**config.mk**
```make
export PLATFORM = sky130hd
export DESIGN_NAME = risc16_dmem_responder
export DESIGN_NICKNAME = d
export VERILOG_FILES = /design/src/rtl/risc16_pkg.sv /design/src/rtl/risc16_wait_counter.sv /design/src/rtl/risc16_dmem_responder.sv
export SDC_FILE = /design/constraint.sdc
export NUM_CORES = 1
export LEC_CHECK = 0
export BUFFER_PORTS_ARGS = -buffer_cell sky130_fd_sc_hd__buf_2
export CAP_MARGIN = 20
export CORE_AREA = 4 4 170 172
export CTS_CLUSTER_DIAMETER = 100
export CTS_CLUSTER_SIZE = 30
export DETAILED_ROUTE_END_ITERATION = 10
export DIE_AREA = 0 0 174 176
export PLACE_DENSITY = 0.66
export SYNTH_ARGS = -nofsm -noshare
export SYNTH_HDL_FRONTEND = slang
export SYNTH_SLANG_ARGS = --single-unit
export TNS_END_PERCENT = 20
```
**constraint.sdc**
```tcl
create_clock -name clk -period 3.29 [get_ports clk]
set_input_delay 0.658 -clock clk [delete_from_list [all_inputs] [get_ports clk]]
set_output_delay 0.658 -clock clk [all_outputs]
set_load 0.05 [all_outputs]
```
**src/rtl/risc16_pkg.sv**
```systemverilog
`default_nettype none
// ============================================================================
//  Module      : risc16_pkg
//  Description : Shared types and constants for the RiSC-16 data-memory
//                responder: word type, request/response records, FSM state
//                encoding, memory opcodes and an address range helper.
//  Revision    : 1.0  initial release
// ============================================================================
package risc16_pkg;

   localparam int WORD_W = 16;

   typedef logic [WORD_W-1:0] word_t;

   // Responder control states
   typedef enum logic [1:0] {
      ST_IDLE = 2'd0,
      ST_WAIT = 2'd1,
      ST_RESP = 2'd2
   } state_e;

   // RiSC-16 memory opcodes served by this target
   localparam logic [2:0] OP_LW = 3'b101;
   localparam logic [2:0] OP_SW = 3'b100;

   // Request fields captured at the accept edge
   typedef struct packed {
      logic  we;
      word_t addr;
      word_t wdata;
   } req_t;

   // Response fields held stable while the response is pending
   typedef struct packed {
      word_t rdata;
      logic  err;
   } resp_t;

   // Full-width unsigned compare; no aliasing of high addresses onto low words
   function automatic logic addr_in_range(input word_t addr, input int unsigned depth);
      return {{(32-WORD_W){1'b0}}, addr} < depth;
   endfunction

endpackage : risc16_pkg
`default_nettype wire

```
**src/rtl/risc16_wait_counter.sv**
```systemverilog
`default_nettype none
// ============================================================================
//  Module      : risc16_wait_counter
//  Description : Wait-state down counter. Loads a start value, decrements on
//                request and reports done while the count is zero. Never
//                underflows.
//  Revision    : 1.0  initial release
// ============================================================================
module risc16_wait_counter #(
   parameter int unsigned CNT_W = 4
) (
   input  logic             clk,
   input  logic             rst,
   input  logic             load_i,
   input  logic             dec_i,
   input  logic [CNT_W-1:0] load_val_i,
   output logic             done_o
);

   logic [CNT_W-1:0] cnt_q;
   logic [CNT_W-1:0] cnt_d;

   // Next count: load has priority over decrement; hold at zero
   always_comb begin
      cnt_d = cnt_q;
      if (load_i) begin
         cnt_d = load_val_i;
      end else if (dec_i && (cnt_q != '0)) begin
         cnt_d = cnt_q - CNT_W'(1);
      end
   end

   // Count register
   always_ff @(posedge clk) begin
      if (rst) begin
         cnt_q <= '0;
      end else begin
         cnt_q <= cnt_d;
      end
   end

   assign done_o = (cnt_q == '0);

endmodule : risc16_wait_counter
`default_nettype wire

```
**src/rtl/risc16_dmem_responder.sv**
```systemverilog
`default_nettype none
// ============================================================================
//  Module      : risc16_dmem_responder
//  Description : Single-outstanding data-memory target for the RiSC-16 core.
//                Accepts a load/store over valid/ready, waits LATENCY cycles,
//                commits to a DEPTH-word array and holds the response until
//                the requester takes it.
//  Revision    : 1.0  initial release
// ============================================================================
module risc16_dmem_responder
   import risc16_pkg::*;
#(
   parameter int unsigned DEPTH   = 16,
   parameter int unsigned LATENCY = 2
) (
   input  logic              clk,
   input  logic              rst,
   input  logic              req_valid,
   output logic              req_ready,
   input  logic              req_we,
   input  logic [WORD_W-1:0] req_addr,
   input  logic [WORD_W-1:0] req_wdata,
   output logic              resp_valid,
   input  logic              resp_ready,
   output logic [WORD_W-1:0] resp_rdata,
   output logic              resp_err,
   output logic              busy
);

   localparam int unsigned    CNT_W    = 4;
   localparam int unsigned    IDX_W    = (DEPTH > 1) ? $clog2(DEPTH) : 1;
   localparam logic [CNT_W-1:0] LAT_LOAD = CNT_W'(LATENCY);

   state_e state_q;
   state_e state_d;
   req_t   req_q;
   req_t   req_d;
   resp_t  resp_q;
   resp_t  resp_d;

   logic   w_accept;
   logic   w_commit;
   logic   w_cnt_dec;
   logic   w_cnt_done;
   logic   w_in_range;
   logic   w_mem_we;
   logic [IDX_W-1:0] w_idx;
   word_t  w_rd_word;
   word_t  w_words [DEPTH];

   // ------------------------------------------------------------------
   // Wait-state countdown. Loaded with LATENCY on accept; the commit
   // happens on the first WAIT edge that finds the count at zero, so a
   // request accepted at edge N responds after edge N+1+LATENCY.
   // ------------------------------------------------------------------
   risc16_wait_counter #(
      .CNT_W (CNT_W)
   ) u_wait_counter (
      .clk        (clk),
      .rst        (rst),
      .load_i     (w_accept),
      .dec_i      (w_cnt_dec),
      .load_val_i (LAT_LOAD),
      .done_o     (w_cnt_done)
   );

   // Next-state and control strobes for IDLE -> WAIT -> RESP -> IDLE
   always_comb begin
      state_d   = state_q;
      w_accept  = 1'b0;
      w_commit  = 1'b0;
      w_cnt_dec = 1'b0;
      case (state_q)
         ST_IDLE: begin
            if (req_valid) begin
               w_accept = 1'b1;
               state_d  = ST_WAIT;
            end
         end
         ST_WAIT: begin
            if (w_cnt_done) begin
               w_commit = 1'b1;
               state_d  = ST_RESP;
            end else begin
               w_cnt_dec = 1'b1;
            end
         end
         ST_RESP: begin
            // A new request seen here waits for the following IDLE cycle
            if (resp_ready) begin
               state_d = ST_IDLE;
            end
         end
         default: begin
            state_d = ST_IDLE;
         end
      endcase
   end

   // State register
   always_ff @(posedge clk) begin
      if (rst) begin
         state_q <= ST_IDLE;
      end else begin
         state_q <= state_d;
      end
   end

   // Address decode of the captured request
   assign w_in_range = addr_in_range(req_q.addr, DEPTH);
   assign w_idx      = req_q.addr[IDX_W-1:0];
   assign w_rd_word  = w_words[w_idx];
   assign w_mem_we   = w_commit && req_q.we && w_in_range;

   // Request capture on accept and response formation on commit
   always_comb begin
      req_d  = req_q;
      resp_d = resp_q;
      if (w_accept) begin
         req_d.we    = req_we;
         req_d.addr  = req_addr;
         req_d.wdata = req_wdata;
      end
      if (w_commit) begin
         if (!w_in_range) begin
            resp_d.rdata = '0;
            resp_d.err   = 1'b1;
         end else if (req_q.we) begin
            resp_d.rdata = req_q.wdata;
            resp_d.err   = 1'b0;
         end else begin
            resp_d.rdata = w_rd_word;
            resp_d.err   = 1'b0;
         end
      end
   end

   // Request and response registers
   always_ff @(posedge clk) begin
      if (rst) begin
         req_q  <= '0;
         resp_q <= '0;
      end else begin
         req_q  <= req_d;
         resp_q <= resp_d;
      end
   end

   // ------------------------------------------------------------------
   // Storage array, one register per word so reset can clear it all.
   // ------------------------------------------------------------------
   for (genvar gi = 0; gi < int'(DEPTH); gi++) begin : g_mem
      word_t word_q;
      word_t word_d;

      // Next value of this word: written only by an in-range store commit
      always_comb begin
         word_d = word_q;
         if (w_mem_we && (w_idx == IDX_W'(gi))) begin
            word_d = req_q.wdata;
         end
      end

      // Word register, cleared by reset
      always_ff @(posedge clk) begin
         if (rst) begin
            word_q <= '0;
         end else begin
            word_q <= word_d;
         end
      end

      assign w_words[gi] = word_q;
   end

   // Handshake and status outputs, all decoded from registered state
   assign req_ready  = (state_q == ST_IDLE);
   assign resp_valid = (state_q == ST_RESP);
   assign busy       = (state_q != ST_IDLE);
   assign resp_rdata = resp_q.rdata;
   assign resp_err   = resp_q.err;

endmodule : risc16_dmem_responder
`default_nettype wire
```
==> flow_metrics.tcl, run 1 <==
set metrics [dict create \
    power-per-cell-area_mw_per_mm2 447 \
    post_drt_wl_per_cell_um 19.5 \
    min-delay-path-class "input pin to register" \
    netsw_mw 1.59 \
    worst-r2r-setup-slack_ns 0.70 \
    ff_to_ff_start "u_wait_counter.cnt_q[0]" \
    num_rows 61 \
    layoutNonFillerInstCount 1585 \
    cts_buffers 14 \
    synth_top_area_share_pct 46.3 \
    io-pin-count 57 \
    tritoncts "done" \
    static-leakage-power_nw 6.86 \
    synthDistinctLibCells 37 \
    synth-edff-count 0 \
    cp.required_ns 3.65 \
    outcome "finished, final reports clean" \
    drive_gt1_share_pct 16.4 \
    number_of_diodes_added_for_antenna_fixing 0 \
    timing.slew.headroom_pct 32.8 \
    global_routing_met2_resource_utilization_pct 33.5 \
    arrival_time_of_data_at_the_critical_path_endpoint_ns 2.95 \
    max_freq_mhz 386 \
    critical_path.reg2reg.endpoint "g_mem[1].word_q[8]" \
    place_congestion 0.777 \
    most_used_routing_layer_in_global_routing "met2" \
    worst-setup-path-type "register to register" \
    synthesis.instances 1255 \
    synth-seq-area-share_pct 46.3 \
    setup.worst_path.end "g_mem[1].word_q[8]" \
    cts-resized-gates 0 \
    yosysWarnings 0 \
    fillers 2443 \
    post_synthesis_register_bit_count 312 \
    final_max_slew_viol_count 0 \
    finalWirelength_um 30900 \
    postSynthNetCount 1293 \
    clkSinkCount 312 \
    synth.largest_area_cell "sky130_fd_sc_hd__dfxtp_1" \
    clk-insertion-delay-late_ns 0.50 \
    reg2regPathDepth 9 \
    first_pass_iters 5 \
    timing.final.crit_period_ns 2.59 \
    met1_usage_pct 28.7 \
    total_of_hold_buffers_inserted_after_clock_tree_synthesis 0 \
    grt_pass1_vias 8688 \
    vias_after_detailed_routing 9018 \
    chipWidth_um 174 \
    seq_power_share_pct 61.7 \
    startpoint_type "register" \
    wire_length_of_the_first_global_routing_pass_um 49700 \
    global_route.overflow_total 0 \
    dp.final_hpwl_um 19000 \
    power_report.internal_total_mw 4.81 \
    share_clk_of_total_power_pct 31.6 \
    cts.path.max_buffers 3 \
    grt_antenna_before_repair 0 \
    chipHeight_um 176 \
    max_slew.worst_pin.slew_ns 1.01 \
    area_delta_synth_final_pct 6.21 \
    nets 1274 \
    initial_core_util_pct 49.1 \
    syn_area_mm2 0.0135 \
    timing.final.hold_violations 0 \
    drc_markers 0 \
    grt_setup_unrepaired "false" \
    clkSlewWorstSetupHoldPaths_ns 0.11 \
    final_antenna_net_count 0 \
    via_per_inst 5.69 \
    grtUsageMet3_pct 1.80 \
    clk_root_buffer_cell "sky130_fd_sc_hd__clkbuf_16" \
    grt_usage_pct 20.0 \
    vdd.ir_drop.worst_mv 0.277 \
    timing.critical_path.fanout_max 20 \
    synth_ff_type "sky130_fd_sc_hd__dfxtp_1" \
    drv_cap 0 \
    post_cts_buffers 0 \
    floorplan.core_area_mm2 0.0275 \
    grt_max_degree 202 \
    comb_pwr_share_pct 6.7 \
    portBuffers 56 \
    tns_ns 0 \
    syn-mean-instance-area_um2 10.7 \
    clock-skew-final_ns 0.0174 \
    final-setup-viol-count 0 \
    layout_worst_path_cycle_share_pct 78.8 \
    placed_cells 1566 \
    synthTopCellsByArea "sky130_fd_sc_hd__dfxtp_1 (46%), sky130_fd_sc_hd__mux2i_1 (20%), sky130_fd_sc_hd__mux4_2 (11%), sky130_fd_sc_hd__nor2_1 (7.6%), sky130_fd_sc_hd__clkbuf_1 (2.4%)" \
    die-area_mm2 0.0306 \
    drt-initial-drc-count 742 \
    critPathCaptureType "register" \
    worstSetupStartpoint "u_wait_counter.cnt_q[0]" \
    power_switching_share_pct 24.8 \
    async_reset_ff_share_pct 0 \
    ctsHtreeMaxLevel 1 \
]
## power by group through the flow
stage	logic, mW	clock network (mW)	registers (mW)
floorplan	0.401	0	3.91
global placement	0.430	0	4.04
detailed placement	0.433	0	4.04
CTS	0.434	2.10	3.95
global route	0.463	2.21	3.97
finish	0.429	2.02	3.95
## kinds of logic (layout without fill, tap and decap cells)
kind of cell	Yosys count	after routing	synth area share [%]
adder cells (fa/ha/maj)	1	1	0.0928
XOR/XNOR	3	3	0.195
AO/OA/AOI/OAI	72	72	3.72
buffers and inverters	126	110	4.55
multiplexers	350	350	32.1
flip-flops	312	312	46.3
AND/OR/NAND/NOR	391	391	13.0
## cell usage in the layout, fill, tap and decap left out, types with 2 or more instances in the layout
| master | synthesis | layout |
|---|---|---|
| sky130_fd_sc_hd__buf_2 | 6 | 55 |
| sky130_fd_sc_hd__o2bb2ai_1 | 15 | 15 |
| sky130_fd_sc_hd__nor2b_1 | 2 | 2 |
| sky130_fd_sc_hd__clkbuf_1 | 86 | 2 |
| sky130_fd_sc_hd__clkbuf_16 | 0 | 15 |
| sky130_fd_sc_hd__or4_1 | 2 | 2 |
| sky130_fd_sc_hd__a21oi_1 | 37 | 37 |
| sky130_fd_sc_hd__buf_12 | 1 | 4 |
| sky130_fd_sc_hd__dfxtp_1 | 312 | 309 |
| sky130_fd_sc_hd__mux4_2 | 64 | 64 |
| sky130_fd_sc_hd__mux2_2 | 15 | 15 |
| sky130_fd_sc_hd__xnor2_1 | 2 | 2 |
| sky130_fd_sc_hd__nor4_1 | 3 | 2 |
| sky130_fd_sc_hd__nand4_4 | 9 | 9 |
| sky130_fd_sc_hd__nor2_1 | 274 | 274 |
| sky130_fd_sc_hd__dfxtp_4 | 0 | 2 |
| sky130_fd_sc_hd__mux2i_1 | 271 | 271 |
| sky130_fd_sc_hd__nand4_2 | 6 | 6 |
| sky130_fd_sc_hd__buf_4 | 11 | 26 |
| sky130_fd_sc_hd__inv_1 | 5 | 5 |
| sky130_fd_sc_hd__nor3_1 | 9 | 9 |
| sky130_fd_sc_hd__nand2_1 | 72 | 72 |
| sky130_fd_sc_hd__nand2b_1 | 6 | 6 |
| sky130_fd_sc_hd__a221o_1 | 15 | 15 |
| sky130_fd_sc_hd__o21ai_0 | 2 | 2 |
## how the worst min path moves through the flow
stage,startpoint,endpoint,cells past startpoint
final,rst,g_mem[11].word_q[1],2
after global routing,rst,g_mem[11].word_q[1],2
after CTS,rst,g_mem[11].word_q[1],2
after detailed placement,req_q[31],req_q[31],2
after global placement,req_q[29],req_q[29],2
after floorplan,req_q[22],req_q[22],2
## final cells by class
| cell class | count | area [µm²] | share of cell area, % |
|---|---|---|---|
| multi-input cells | 817 | 6640 | 46.4 |
| flip-flops and latches | 312 | 6250 | 43.7 |
| repair buffers | 86 | 566 | 3.95 |
| well taps | 346 | 433 | 3.02 |
| clock buffers | 17 | 383 | 2.67 |
| clock inverters | 2 | 25.0 | 0.175 |
| inverters | 5 | 18.8 | 0.131 |
## registers in the layout (all words and copies together), names as in the netlist
register              cells
req_q                    33
resp_err                  1
state_q                   2
u_wait_counter.cnt_q      4
g_mem.word_q            256
resp_rdata               16
## worst max-delay path, cell delays in order, from the launching register on
cell                      delay (ns)
sky130_fd_sc_hd__dfxtp_1        0.34
sky130_fd_sc_hd__inv_1          0.06
sky130_fd_sc_hd__ha_1           0.15
sky130_fd_sc_hd__or3b_1         0.43
sky130_fd_sc_hd__nor4_4         0.33
sky130_fd_sc_hd__buf_12         0.24
sky130_fd_sc_hd__and4_1         0.43
sky130_fd_sc_hd__buf_12         0.22
sky130_fd_sc_hd__mux2i_1        0.20
sky130_fd_sc_hd__nor2_1         0.06
## through the flow
step	setup slack, ns	utilization (%)	hold WS (ns)	total power [mW]	instance area, µm²
2_1_floorplan	1.04	-	0.431	4.32	13500
3_3_place_gp	0.754	50.6	0.442	4.47	13900
3_5_place_dp	0.698	50.6	0.442	4.47	13900
4_1_cts	0.701	52.1	0.321	6.48	14300
5_1_grt	0.543	52.1	0.327	6.64	14300
6_report	0.699	52.1	0.338	6.40	14300
## layer usage
| layer | wire length [µm] | vias up | part of all wire (%) |
|---|---|---|---|
| li1 | - | 4309 | - |
| met5 | 0 | - | 0 |
| met3 | 907 | 26 | 2.9 |
| met4 | 479 | 0 | 1.5 |
| met2 | 14900 | 153 | 48 |
| met1 | 14700 | 4530 | 47 |
## synthesized netlist by cell type (7+ instances only)
library cell,number
sky130_fd_sc_hd__a21oi_1,37
sky130_fd_sc_hd__a221o_1,15
sky130_fd_sc_hd__buf_1,7
sky130_fd_sc_hd__buf_4,11
sky130_fd_sc_hd__buf_6,10
sky130_fd_sc_hd__clkbuf_1,86
sky130_fd_sc_hd__dfxtp_1,312
sky130_fd_sc_hd__mux2_2,15
sky130_fd_sc_hd__mux2i_1,271
sky130_fd_sc_hd__mux4_2,64
sky130_fd_sc_hd__nand2_1,72
sky130_fd_sc_hd__nand4_4,9
sky130_fd_sc_hd__nor2_1,274
sky130_fd_sc_hd__nor3_1,9
sky130_fd_sc_hd__o2bb2ai_1,15
(Power assumes the default switching activity.)
==> run 2: changes to the inputs <==
- ABC_AREA: not set -> 1
- CORE_AREA: 4 4 170 172 -> 4 4 181 183
- DIE_AREA: 0 0 174 176 -> 0 0 185 187
- clock period: 3.29 -> 2.4 ns (I/O delays scaled with it)
==> run 2 against run 1 <==
  * Fmax is 15% higher
  * Cell area is 15% higher
  * Die area is 13% higher
  * Routed wire length rose by 51%
  * Largest power group unchanged
  * Largest cell class unchanged
  * Clock power grew 45%
  * Clock-buffer cell count unchanged
  * Critical path depth rose by 1
  * Final cell count up 78%
==> flow_metrics.tcl, run 2 <==
set metrics [dict create \
    synth_ff_type "sky130_fd_sc_hd__dfxtp_1" \
    outcome "finished, final reports clean" \
    postLayoutCellArea_mm2 0.0164 \
    timing.slew.headroom_pct 51.0 \
    vias_after_detailed_routing 15000 \
    cpPeakStageDelay_ns 0.47 \
    synthDistinctLibCells 25 \
    io-pin-count 57 \
    regMostFlops "g_mem.word_q" \
    clkSinkCount 312 \
    synth_top_area_share_pct 40.6 \
    largest_register_ffs 256 \
    max_slew.worst_pin.slew_ns 0.734 \
    arrival_time_of_data_at_the_critical_path_endpoint_ns 2.64 \
    cp_num_cells 10 \
    clk_root_buffer_cell "sky130_fd_sc_hd__clkbuf_16" \
    worst-setup-path-type "register to register" \
    timing.critical_path.fanout_max 72 \
    final_max_slew_viol_count 0 \
    num_rows 65 \
    via_per_inst 5.30 \
    finalWirelength_um 46600 \
    grt_max_degree 105 \
    grt_pass1_vias 13900 \
    grt_setup_unrepaired "true" \
    synth.largest_area_cell "sky130_fd_sc_hd__dfxtp_1" \
    met1_usage_pct 37.9 \
    critPathCaptureType "register" \
    synth-edff-count 0 \
    synthesis.instances 2469 \
    timing.final.hold_violations 0 \
    drc_markers 0 \
    initial_core_util_pct 49.3 \
    global_route.overflow_total 0 \
    critical_path.cell_chain "inv_1, ha_1, nand2_1, nor2_1, nand2_1, nor2_4, buf_12, nand2_1, nand2_1, a21oi_1" \
    async_reset_ff_share_pct 0 \
    layout_commonest_cell "sky130_fd_sc_hd__nand2_1" \
    number_of_diodes_added_for_antenna_fixing 0 \
    dp.final_hpwl_um 30000 \
    floorplan.core_area_mm2 0.0312 \
    synth-seq-area-share_pct 40.6 \
    power.total_mw 10.1 \
    power-per-cell-area_mw_per_mm2 615 \
    cts_buffers 14 \
    syn_area_mm2 0.0154 \
    synthTopCellsByArea "sky130_fd_sc_hd__dfxtp_1 (41%), sky130_fd_sc_hd__nand2_1 (24%), sky130_fd_sc_hd__a21oi_1 (9.5%), sky130_fd_sc_hd__nand3_1 (8.4%), sky130_fd_sc_hd__inv_1 (6.9%)" \
    clkSlewWorstSetupHoldPaths_ns 0.11 \
    area_delta_synth_final_pct 6.60 \
    worstHoldPathCells 3 \
    drt-initial-drc-count 1361 \
    final_antenna_net_count 0 \
    tritoncts "done" \
    crit_family "simple AND/OR/NAND/NOR gates" \
    portBuffers 56 \
    critical-path-top-cell-by-count "sky130_fd_sc_hd__nand2_1" \
    chipWidth_um 185 \
    yosysWarnings 0 \
    post_drt_wl_per_cell_um 16.5 \
    nets 2461 \
    timing.final.crit_period_ns 2.26 \
    worst-path-buf-inv 2 \
    first_pass_iters 8 \
    grt_antenna_before_repair 0 \
    min-delay-path-class "input pin to register" \
    place_congestion 0.902 \
    cp.required_ns 2.78 \
    chipHeight_um 187 \
    syn-mean-instance-area_um2 6.24 \
    reg2regPathDepth 10 \
    post_dp_cell_area_mm2 0.0160 \
    yosysMostFrequentCell "sky130_fd_sc_hd__nand2_1" \
    clock-skew-final_ns 0.0191 \
    placed_cells 2809 \
    ctsHtreeMaxLevel 1 \
    postSynthNetCount 2507 \
    wire_length_of_the_first_global_routing_pass_um 74600 \
    most_used_routing_layer_in_global_routing "met2" \
    static-leakage-power_nw 6.31 \
    clk-insertion-delay-late_ns 0.52 \
    post_synthesis_register_bit_count 312 \
    fillers 3235 \
    pre_cts_slack_ns 0.170 \
    layout_worst_path_cycle_share_pct 94.0 \
    cts.path.max_buffers 3 \
    global_routing_met2_resource_utilization_pct 41.4 \
    die-area_mm2 0.0346 \
    layoutNonFillerInstCount 2829 \
    drv_cap 0 \
    fin_ws_ns 0.143 \
    hold-worst-slack_ns 0.194 \
    grtUsageMet3_pct 2.10 \
    post_cts_buffers 0 \
    max_freq_mhz 443 \
    most-common-layout-cells "sky130_fd_sc_hd__nand2_1 (959), sky130_fd_sc_hd__dfxtp_1 (310), sky130_fd_sc_hd__a21oi_1 (291), sky130_fd_sc_hd__inv_1 (285), sky130_fd_sc_hd__nand3_1 (258)" \
    cpMaxStageDelayCell "sky130_fd_sc_hd__nand2_1" \
    vdd.ir_drop.worst_mv 0.521 \
    startpoint_type "register" \
    drive_gt1_share_pct 7.58 \
    final-setup-viol-count 0 \
    synth_top_cells_by_count "sky130_fd_sc_hd__nand2_1 (971), sky130_fd_sc_hd__dfxtp_1 (312), sky130_fd_sc_hd__a21oi_1 (291), sky130_fd_sc_hd__inv_1 (285), sky130_fd_sc_hd__nand3_1 (258)" \
    grt_usage_pct 26.2 \
]
[run 2: cell count changes in the layout (fill, tap and decap cells not counted), moves of 18 or more]
cell / before / now
sky130_fd_sc_hd__nand3_1: 1 / 258
sky130_fd_sc_hd__nand2_1: 72 / 959
sky130_fd_sc_hd__nor2_1: 274 / 96
sky130_fd_sc_hd__mux4_2: 64 / 0
sky130_fd_sc_hd__a211oi_1: 1 / 19
sky130_fd_sc_hd__buf_4: 26 / 57
sky130_fd_sc_hd__a21oi_1: 37 / 291
sky130_fd_sc_hd__mux2i_1: 271 / 0
sky130_fd_sc_hd__inv_1: 5 / 285
[run 2: layout make-up]
type	instances	area [µm²]	share of cell area [%]
Clock buffer	17	393	2.39
Clock inverter	3	22.5	0.137
Inverter	289	1090	6.62
Multi-Input combinational cell	1683	7240	44.1
Sequential cell	312	6250	38.1
Tap cell	402	503	3.06
Timing Repair Buffer	123	918	5.60
[run 2: path summary, 6_finish.rpt]
check        slack, ns                     from                  to
min reg2reg       0.47       g_mem[4].word_q[9]  g_mem[4].word_q[9]
min               0.19                   req_we           req_q[32]
max               0.14  u_wait_counter.cnt_q[1]  g_mem[0].word_q[0]
max reg2reg       0.14  u_wait_counter.cnt_q[1]  g_mem[0].word_q[0]
[run 2: worst reg2reg max path, cell delays in order (launching register included)]
cell	delay [ns]
sky130_fd_sc_hd__dfxtp_1	0.33
sky130_fd_sc_hd__inv_1	0.07
sky130_fd_sc_hd__ha_1	0.16
sky130_fd_sc_hd__nand2_1	0.08
sky130_fd_sc_hd__nor2_1	0.12
sky130_fd_sc_hd__nand2_1	0.10
sky130_fd_sc_hd__nor2_4	0.18
sky130_fd_sc_hd__buf_12	0.31
sky130_fd_sc_hd__nand2_1	0.49
sky130_fd_sc_hd__nand2_1	0.19
sky130_fd_sc_hd__a21oi_1	0.08
[run 2: kinds of logic (layout without fill, tap and decap cells)]
group | after synthesis | count (layout) | synth area share, %
compound gates | 328 | 328 | 11.0
xor+xnor | 1 | 1 | 0.0569
fa+ha+maj | 1 | 1 | 0.0813
buf+inv | 474 | 432 | 12.6
flops | 312 | 312 | 40.6
simple gates | 1353 | 1353 | 35.7
[run 2: metal layers]
metal	vias up	part of all wire (%)	wire (µm)
li1	7485	-	-
met1	6918	45	20900
met2	480	45	21100
met3	107	6.2	2880
met4	0	3.9	1810
met5	-	0	0
[run 2: metrics by stage]
stage	setup TNS [ns]	util, %
6_report	0	52.5
5_1_grt	-0.510	52.5
4_1_cts	0	52.5
3_5_place_dp	0	51.1
3_3_place_gp	0	51.1
2_1_floorplan	0	-
[run 2: timing repair]
item,in CTS,in global routing
hold buffers,0,0
resized for setup,0,11
endpoints found under the hold margin,0,0
endpoints found under the setup margin,0,133
[run 2: where the power goes]
group          switching, mW  total (mW)  internal, mW
Combinational           1.29        1.78         0.491
Clock                   1.73        2.92          1.19
Sequential             0.149        5.39          5.24
